## src/rtl/mem_arbiter_v1.sv

```systemverilog
// mem_arbiter_v1: two-port req/gnt arbiter that sequences one access at a time onto memory_v2.
// Optional MEM_ARB_ROUND_ROBIN_EN: round-robin on contention; otherwise port 1 has fixed priority.
module mem_arbiter_v1 #(
  parameter int addr_width = 10,
  parameter int data_width = 32
) (
  input  logic                  clk,
  input  logic                  rst,
  input  logic                  p0_req,
  input  logic                  p0_we,
  input  logic [addr_width-1:0] p0_addr,
  input  logic [data_width-1:0] p0_wdata,
  output logic                  p0_gnt,
  output logic                  p0_done,
  output logic [data_width-1:0] p0_rdata,
  input  logic                  p1_req,
  input  logic                  p1_we,
  input  logic [addr_width-1:0] p1_addr,
  input  logic [data_width-1:0] p1_wdata,
  output logic                  p1_gnt,
  output logic                  p1_done,
  output logic [data_width-1:0] p1_rdata,
  output logic [addr_width-1:0] mem_addr,
  output logic [data_width-1:0] mem_data_in,
  output logic                  mem_write_enable,
  output logic                  mem_read_enable,
  input  logic [data_width-1:0] mem_data_out,
  output logic                  busy
);

  typedef enum logic [1:0] {
    IDLE  = 2'd0,
    ISSUE = 2'd1,
    RESP  = 2'd2
  } state_t;

  state_t                  state_r;
  state_t                  state_s;
  logic                    grant_s;
  logic                    win_s;
  logic                    win_r;
  logic                    we_r;
  logic                    sel_we_s;
  logic [addr_width-1:0]   sel_addr_s;
  logic [data_width-1:0]   sel_wdata_s;
`ifdef MEM_ARB_ROUND_ROBIN_EN
  // High when port 0 took the most recent grant; reset value lets port 0 win first.
  logic                    rr_ptr_r;
`endif

  assign sel_we_s    = win_s ? p1_we    : p0_we;
  assign sel_addr_s  = win_s ? p1_addr  : p0_addr;
  assign sel_wdata_s = win_s ? p1_wdata : p0_wdata;

  // Grants are combinational in IDLE and forced low while reset is asserted.
  assign p0_gnt = rst & grant_s & ~win_s;
  assign p1_gnt = rst & grant_s & win_s;
  // A grant in the done cycle keeps busy high across back-to-back accesses.
  assign busy   = (state_r != IDLE) | (rst & grant_s);

  // State register
  always_ff @(posedge clk or negedge rst) begin
    if (!rst) begin
      state_r <= IDLE;
    end else begin
      state_r <= state_s;
    end
  end

  // Next-state decode and arbitration
  always_comb begin
    state_s = state_r;
    grant_s = 1'b0;
    win_s   = 1'b0;
    case (state_r)
      IDLE: begin
        if (p0_req || p1_req) begin
          grant_s = 1'b1;
          state_s = ISSUE;
          if (p0_req && p1_req) begin
`ifdef MEM_ARB_ROUND_ROBIN_EN
            win_s = rr_ptr_r;
`else
            win_s = 1'b1;
`endif
          end else begin
            win_s = p1_req;
          end
        end else begin
          state_s = IDLE;
        end
      end
      ISSUE:   state_s = RESP;
      RESP:    state_s = IDLE;
      default: state_s = IDLE;
    endcase
  end

`ifdef MEM_ARB_ROUND_ROBIN_EN
  // Last-winner pointer, advanced on every grant
  always_ff @(posedge clk or negedge rst) begin
    if (!rst) begin
      rr_ptr_r <= 1'b0;
    end else if (grant_s) begin
      rr_ptr_r <= ~win_s;
    end else begin
      rr_ptr_r <= rr_ptr_r;
    end
  end
`endif

  // Command capture, memory drive and response return
  always_ff @(posedge clk or negedge rst) begin
    if (!rst) begin
      mem_addr         <= {addr_width{1'b0}};
      mem_data_in      <= {data_width{1'b0}};
      mem_write_enable <= 1'b0;
      mem_read_enable  <= 1'b0;
      we_r             <= 1'b0;
      win_r            <= 1'b0;
      p0_done          <= 1'b0;
      p1_done          <= 1'b0;
      p0_rdata         <= {data_width{1'b0}};
      p1_rdata         <= {data_width{1'b0}};
    end else begin
      p0_done <= 1'b0;
      p1_done <= 1'b0;
      case (state_r)
        IDLE: begin
          if (grant_s) begin
            mem_addr         <= sel_addr_s;
            mem_data_in      <= sel_wdata_s;
            mem_write_enable <= sel_we_s;
            mem_read_enable  <= ~sel_we_s;
            we_r             <= sel_we_s;
            win_r            <= win_s;
          end
        end
        ISSUE: begin
          mem_write_enable <= 1'b0;
          mem_read_enable  <= 1'b0;
        end
        RESP: begin
          // memory_v2 read data is valid in the cycle after the enable.
          if (win_r) begin
            p1_done <= 1'b1;
            if (!we_r) begin
              p1_rdata <= mem_data_out;
            end
          end else begin
            p0_done <= 1'b1;
            if (!we_r) begin
              p0_rdata <= mem_data_out;
            end
          end
        end
        default: begin
          mem_write_enable <= 1'b0;
          mem_read_enable  <= 1'b0;
        end
      endcase
    end
  end

endmodule

```

## config.mk

```make
export PLATFORM = sky130hd
export DESIGN_NAME = mem_arbiter_v1
export DESIGN_NICKNAME = d
export VERILOG_FILES = /design/src/rtl/mem_arbiter_v1.sv
export SDC_FILE = /design/constraint.sdc
export NUM_CORES = 1
export LEC_CHECK = 0
export CELL_PAD_IN_SITES_DETAIL_PLACEMENT = 0
export CELL_PAD_IN_SITES_GLOBAL_PLACEMENT = 1
export CORE_MARGIN = 10
export CORE_UTILIZATION = 35
export CTS_BUF_LIST = sky130_fd_sc_hd__clkbuf_4 sky130_fd_sc_hd__clkbuf_8
export DETAILED_ROUTE_END_ITERATION = 8
export HOLD_SLACK_MARGIN = 0.02
export PLACE_DENSITY_LB_ADDON = 0.1
export SETUP_SLACK_MARGIN = 0.2
export SYNTH_ARGS = -nofsm -noshare
export SYNTH_HDL_FRONTEND = slang
export SYNTH_SLANG_ARGS = --single-unit
```

## constraint.sdc

```tcl
create_clock -name clk -period 3.5 [get_ports clk]
set_input_delay 0.525 -clock clk [delete_from_list [all_inputs] [get_ports clk]]
set_output_delay 0.525 -clock clk [all_outputs]
set_load 0.02 [all_outputs]
```

== Yosys cells after proc, flatten, opt, wreduce, memory -nomap -nowiden ==
Cells that the tools add are included.
Operators by class
  reductions and logical operators: 8
  bitwise gates (word level): 9
  equality and inequality tests: 3
  mux-type cells: 18
Operator list (number)
  $mux 32: 1
  $mux 1: 13
  $mux 10: 1
  $reduce_and 3->1: 2
  $not 1->1: 5
  $pmux 1 s2: 2
  $pmux 2 s2: 1
  $reduce_and 2->1: 2
  $and 1x1->1: 3
  $eq 2x1->1 const B: 1
  $eq 2x2->1 const B: 1
  $logic_not 2->1: 1
  $ne 2x2->1 const B: 1
  $reduce_bool 2->1: 1
  $logic_and 1x1->1: 1
  $logic_or 1x1->1: 1
  $or 1x1->1: 1
Storage, ports and cells
  logic and storage cells: 49
  bits in registers: 114

== Depth between registers and ports, before layout ==
  word-level depth: 8
  gate-level depth with buffers: 5
  gate-level depth less buffers: 3

== Worst setup path after synthesis ==
No wires, ideal clock.
  path kind: input -> output
  from: in p1_req
  to: out p0_gnt
  path slack: 1.211 ns
  cell stages on the path: 5
  data required time: 2.975 ns
  buffers on the path: 2
  data arrival time: 1.764 ns
  cells stage by stage: buf_2 > nor2_1 > nor3_4 > buf_6 > nor3b_1
Between the ends
  word-level cells in the longest chain between the ends: 6
  elaborated cells on any way between the ends: 10
RTL lines
  from (decl): line 16  | input logic p1_req,
  $logic_and 1x1->1: line 80  | if (p0_req && p1_req) begin
  $mux 1: line 80
  $mux 1: line 77  | if (p0_req || p1_req) begin
  $mux 1: line 75  | case (state_r)
  $not 1->1: line 56  | assign p0_gnt = rst & grant_s & ~win_s;
  $and 1x1->1 *: line 56
  to (decl): line 13  | output logic p0_gnt,
Every way passes the cells marked *; elsewhere a longest branch is shown, timed or not.

== Final worst setup path ==
  from: in p0_req
  to: out p0_gnt
Between the ends
  word-level cells in the longest chain between the ends: 6
  elaborated cells on any way between the ends: 10
RTL lines
  from (decl): line 9  | input logic p0_req,
  $logic_and 1x1->1: line 80
  $mux 1: line 80
  $mux 1: line 77
  $mux 1: line 75
  $not 1->1: line 56
  $and 1x1->1 *: line 56
Marks and branches as above.

==> key figures <==
Logic synthesis
  • Mean Syn Cell Area: about 16 um^2
  • Post-synthesis xor/xnor area fraction: 0%
  • Post-synthesis mux area share: between 30 and 40%
  • Mapped Area: just under 0.005 mm^2
  • Synthesized flop and latch total: 114
  • Synthesized net count: 433
  • Gate count of the mapped netlist: 311
  • Synth Area in Adders: 0%
  • Sequential area share after synthesis: 58.55%
  • Warnings, synthesis: 0
  • Compound-cell area share of the yosys netlist: approximately 1.2%
  • Synth Area in Simple Gates: 3.107%
  • Largest family of logic cells by synthesized area: multiplexers
  • Post-synth cell types: 25

Drt
  • Drt drc: 0
  • DRT iter0 DRCs: 129
  • Detail Route Antenna Nets: 0
  • DR vias/cell: about 4.6
  • First-pass DRT Iterations: 3
  • Via Count: 3,427
  • Final wirelength: 13,870 um
  • Post-DR wirelength/cell: roughly 19 um

STA
  • Part of the cycle the worst path needs: between 70% and 80%
  • Top achievable clock speed: between 300 and 400 MHz
  • Final hold violations: 0
  • Final min period: 2.780 ns
  • RSZ-0062 raised after global routing: no
  • Setup TNS: 0 ns
  • Slew Viols, Final: 0
  • Final hold slack: between 0.4 and 0.5 ns
  • Slew at the pin closest to its max-slew limit: roughly 0.86 ns
  • Setup-failing EPs final: 0
  • Layout Skew: roughly 0.0052 ns
  • Slew headroom: 42.57%

Power
  • Total design power: roughly 0.0070 W
  • Maximum VDD drop: just over 0.4 mV
  • Pwr dens: between 900 and 1000 mW/mm^2
  • Leakage: 3.170 nW

Job
  • Max cap viols: 0

CTS
  • Clk slew on worst S/H paths: roughly 0.06 ns
  • Max clock buf depth: 2
  • Setup Fix Bufs, Post-CTS: 0
  • Root buffer cell: clkbuf_8
  • H-tree depth: 4
  • Clock sink total: between 100 and 150
  • Num CTS Buffers: 17
  • Clk Latency, worst-skew pair: roughly 0.42 ns
  • CTS tree: built
  • Post-CTS resize count: 0

Floorplanning
  • Die area: around 0.019 mm^2
  • Die Y: 138.0 um
  • Starting density of the core: a little over a third
  • Row cnt: between 40 and 50
  • Number of I/O pins: 235
  • Die width: roughly 140 um
  • Core Region: 0.01377 mm^2

GRT
  • First-pass GRT wire length: between 20,000 and 25,000 um
  • Number of global-route vias before repair: 3,823
  • Largest net degree at the start of global routing: between 60 and 70
  • Met1 global-route usage: 16.40%
  • Initial antenna violation count: 0
  • GRT Total Usage: 14.50%
  • Met3 Use GR: under 10%
  • Grt ovf: 0
  • M2 GR Usage: about a quarter
  • Most Crowded Layer GR: met2

Place
  • Placer Congestion: 0.7344
  • PortBufs: approximately 230
  • Placed Area: 0.007342 mm^2
  • Inst Count DP: just over 700
  • Post-DP HPWL: ~11,000 um

Critical path
  • CP Class: in -> out
  • CP Data Required Time: just under 3 ns
  • CP startpoint: p0_req
  • Critical Path AT: 2.26 ns
  • Crit end category: output pin
  • Critical R2R Launch: state_r[1]
  • Crit path max fanout: 7
  • Crit path launch type: input pin

Finish
  • N_diodes: 0
  • Share of post-route cells with drive strength above 1: between 30% and 40%
  • Design area: between 0.007 and 0.008 mm^2
  • Number of fill cells in the layout: about 1,200
  • Nets: 676
  • Finished Layout Cells: around 750
  • Area Growth Syn to Fin: 58.76%

Status
  • Status: finished clean

Worst hold path
  • HP Class: in -> reg
  • Hold Crit Start: p1_req
[registers in the layout (all words and copies together), names as in the netlist]
name              flops
mem_read_enable       1
mem_data_in          32
p0_done               1
p0_rdata             32
mem_write_enable      1
p1_rdata             32
mem_addr             10
we_r                  1
state_r               2
win_r                 1
p1_done               1
[final cells by class]
class                   instances  area [um^2]  area share (%)
repair buffers                241         2390           30.90
inverters                       2        7.507         0.09706
clock inverters                 5        50.05          0.6470
clock buffers                  26        332.8           4.303
well taps                     180        225.2           2.912
multi-input cells             178         1877           24.26
flip-flops and latches        114         2853           36.88
[power breakdown]
part           switching, W  internal [W]  total (W)
sequential         0.000358       0.00199    0.00234
combinational       0.00163       0.00189    0.00352
clock              0.000481      0.000679    0.00116
[kinds of logic (layout without fill, tap and decap cells)]
group / count (synthesis) / count (layout)
compound gates: 9 / 9
buf+inv: 19 / 274
flops: 114 / 114
mux: 148 / 148
simple gates: 21 / 21
[timing repair]
action                                  in CTS  in global routing
endpoints found under the setup margin       0                  0
hold buffers                                 1                  0
hold endpoints to repair                    10                  0
[worst max-delay path, stage by stage]
cell and delay (ns):
clkdlybuf4s50_1 0.59, nor2_1 0.12, nor3_4 0.13, nor3b_1 0.23, clkdlybuf4s50_1 0.66
[metrics by stage]
step	setup slack [ns]	utilization, %
global placement	0.7752	53.31
CTS	0.6809	56.16
global route	0.5887	56.16
floorplan	1.211	-
finish	0.7196	56.16
detailed placement	0.7045	53.31
[synthesized netlist by cell type]
master / count / area share (%)
nor2_1: 6 / 0.46
and3_1: 1 / 0.13
nand3b_1: 1 / 0.15
a21oi_1: 2 / 0.21
a31oi_1: 2 / 0.26
nand2_1: 2 / 0.15
o21ai_0: 2 / 0.21
or3b_2: 1 / 0.18
nand2b_4: 1 / 0.28
buf_6: 7 / 1.6
nor3_1: 2 / 0.21
clkbuf_1: 1 / 0.077
dfrtp_1: 114 / 59
o21a_1: 1 / 0.15
inv_1: 2 / 0.15
nor2b_1: 2 / 0.26
nor3_4: 3 / 1.0
nand2b_1: 1 / 0.13
nor3b_1: 1 / 0.15
mux2_2: 142 / 33
buf_4: 3 / 0.46
mux2_1: 6 / 1.4
buf_2: 6 / 0.62
o21ba_2: 1 / 0.21
a22o_1: 1 / 0.18
[metal layers]
layer | vias up | share of wire [%]
li1 | 1593 | -
met1 | 1690 | 39
met2 | 132 | 50
met3 | 12 | 9.8
met4 | 0 | 1.1
met5 | - | 0
[final timing paths]
check,endpoint,slack (ns),cells after the start
setup / recovery,p0_gnt,0.72,5
setup reg to reg,p0_rdata[1],1.73,4
hold / removal,we_r,0.48,2
min in group asynchronous,mem_data_in[26],0.51,2
max in group asynchronous,p1_rdata[5],1.38,4
hold reg to reg,p1_rdata[1],0.49,1
[cells in the final DEF (no fill, tap or decap), types with 2 or more instances in the layout]
cell             instances
a21oi_1                  2
a31oi_1                  2
buf_4                    7
clkbuf_4                 4
clkbuf_8                22
clkdlybuf4s50_1        232
clkinv_2                 4
dfrtp_1                114
inv_1                    2
mux2_1                   6
mux2_2                 142
nand2_1                  2
nor2_1                   6
nor2b_1                  2
nor3_1                   2
nor3_4                   3
o21ai_0                  2
(Power assumes the default switching activity.)
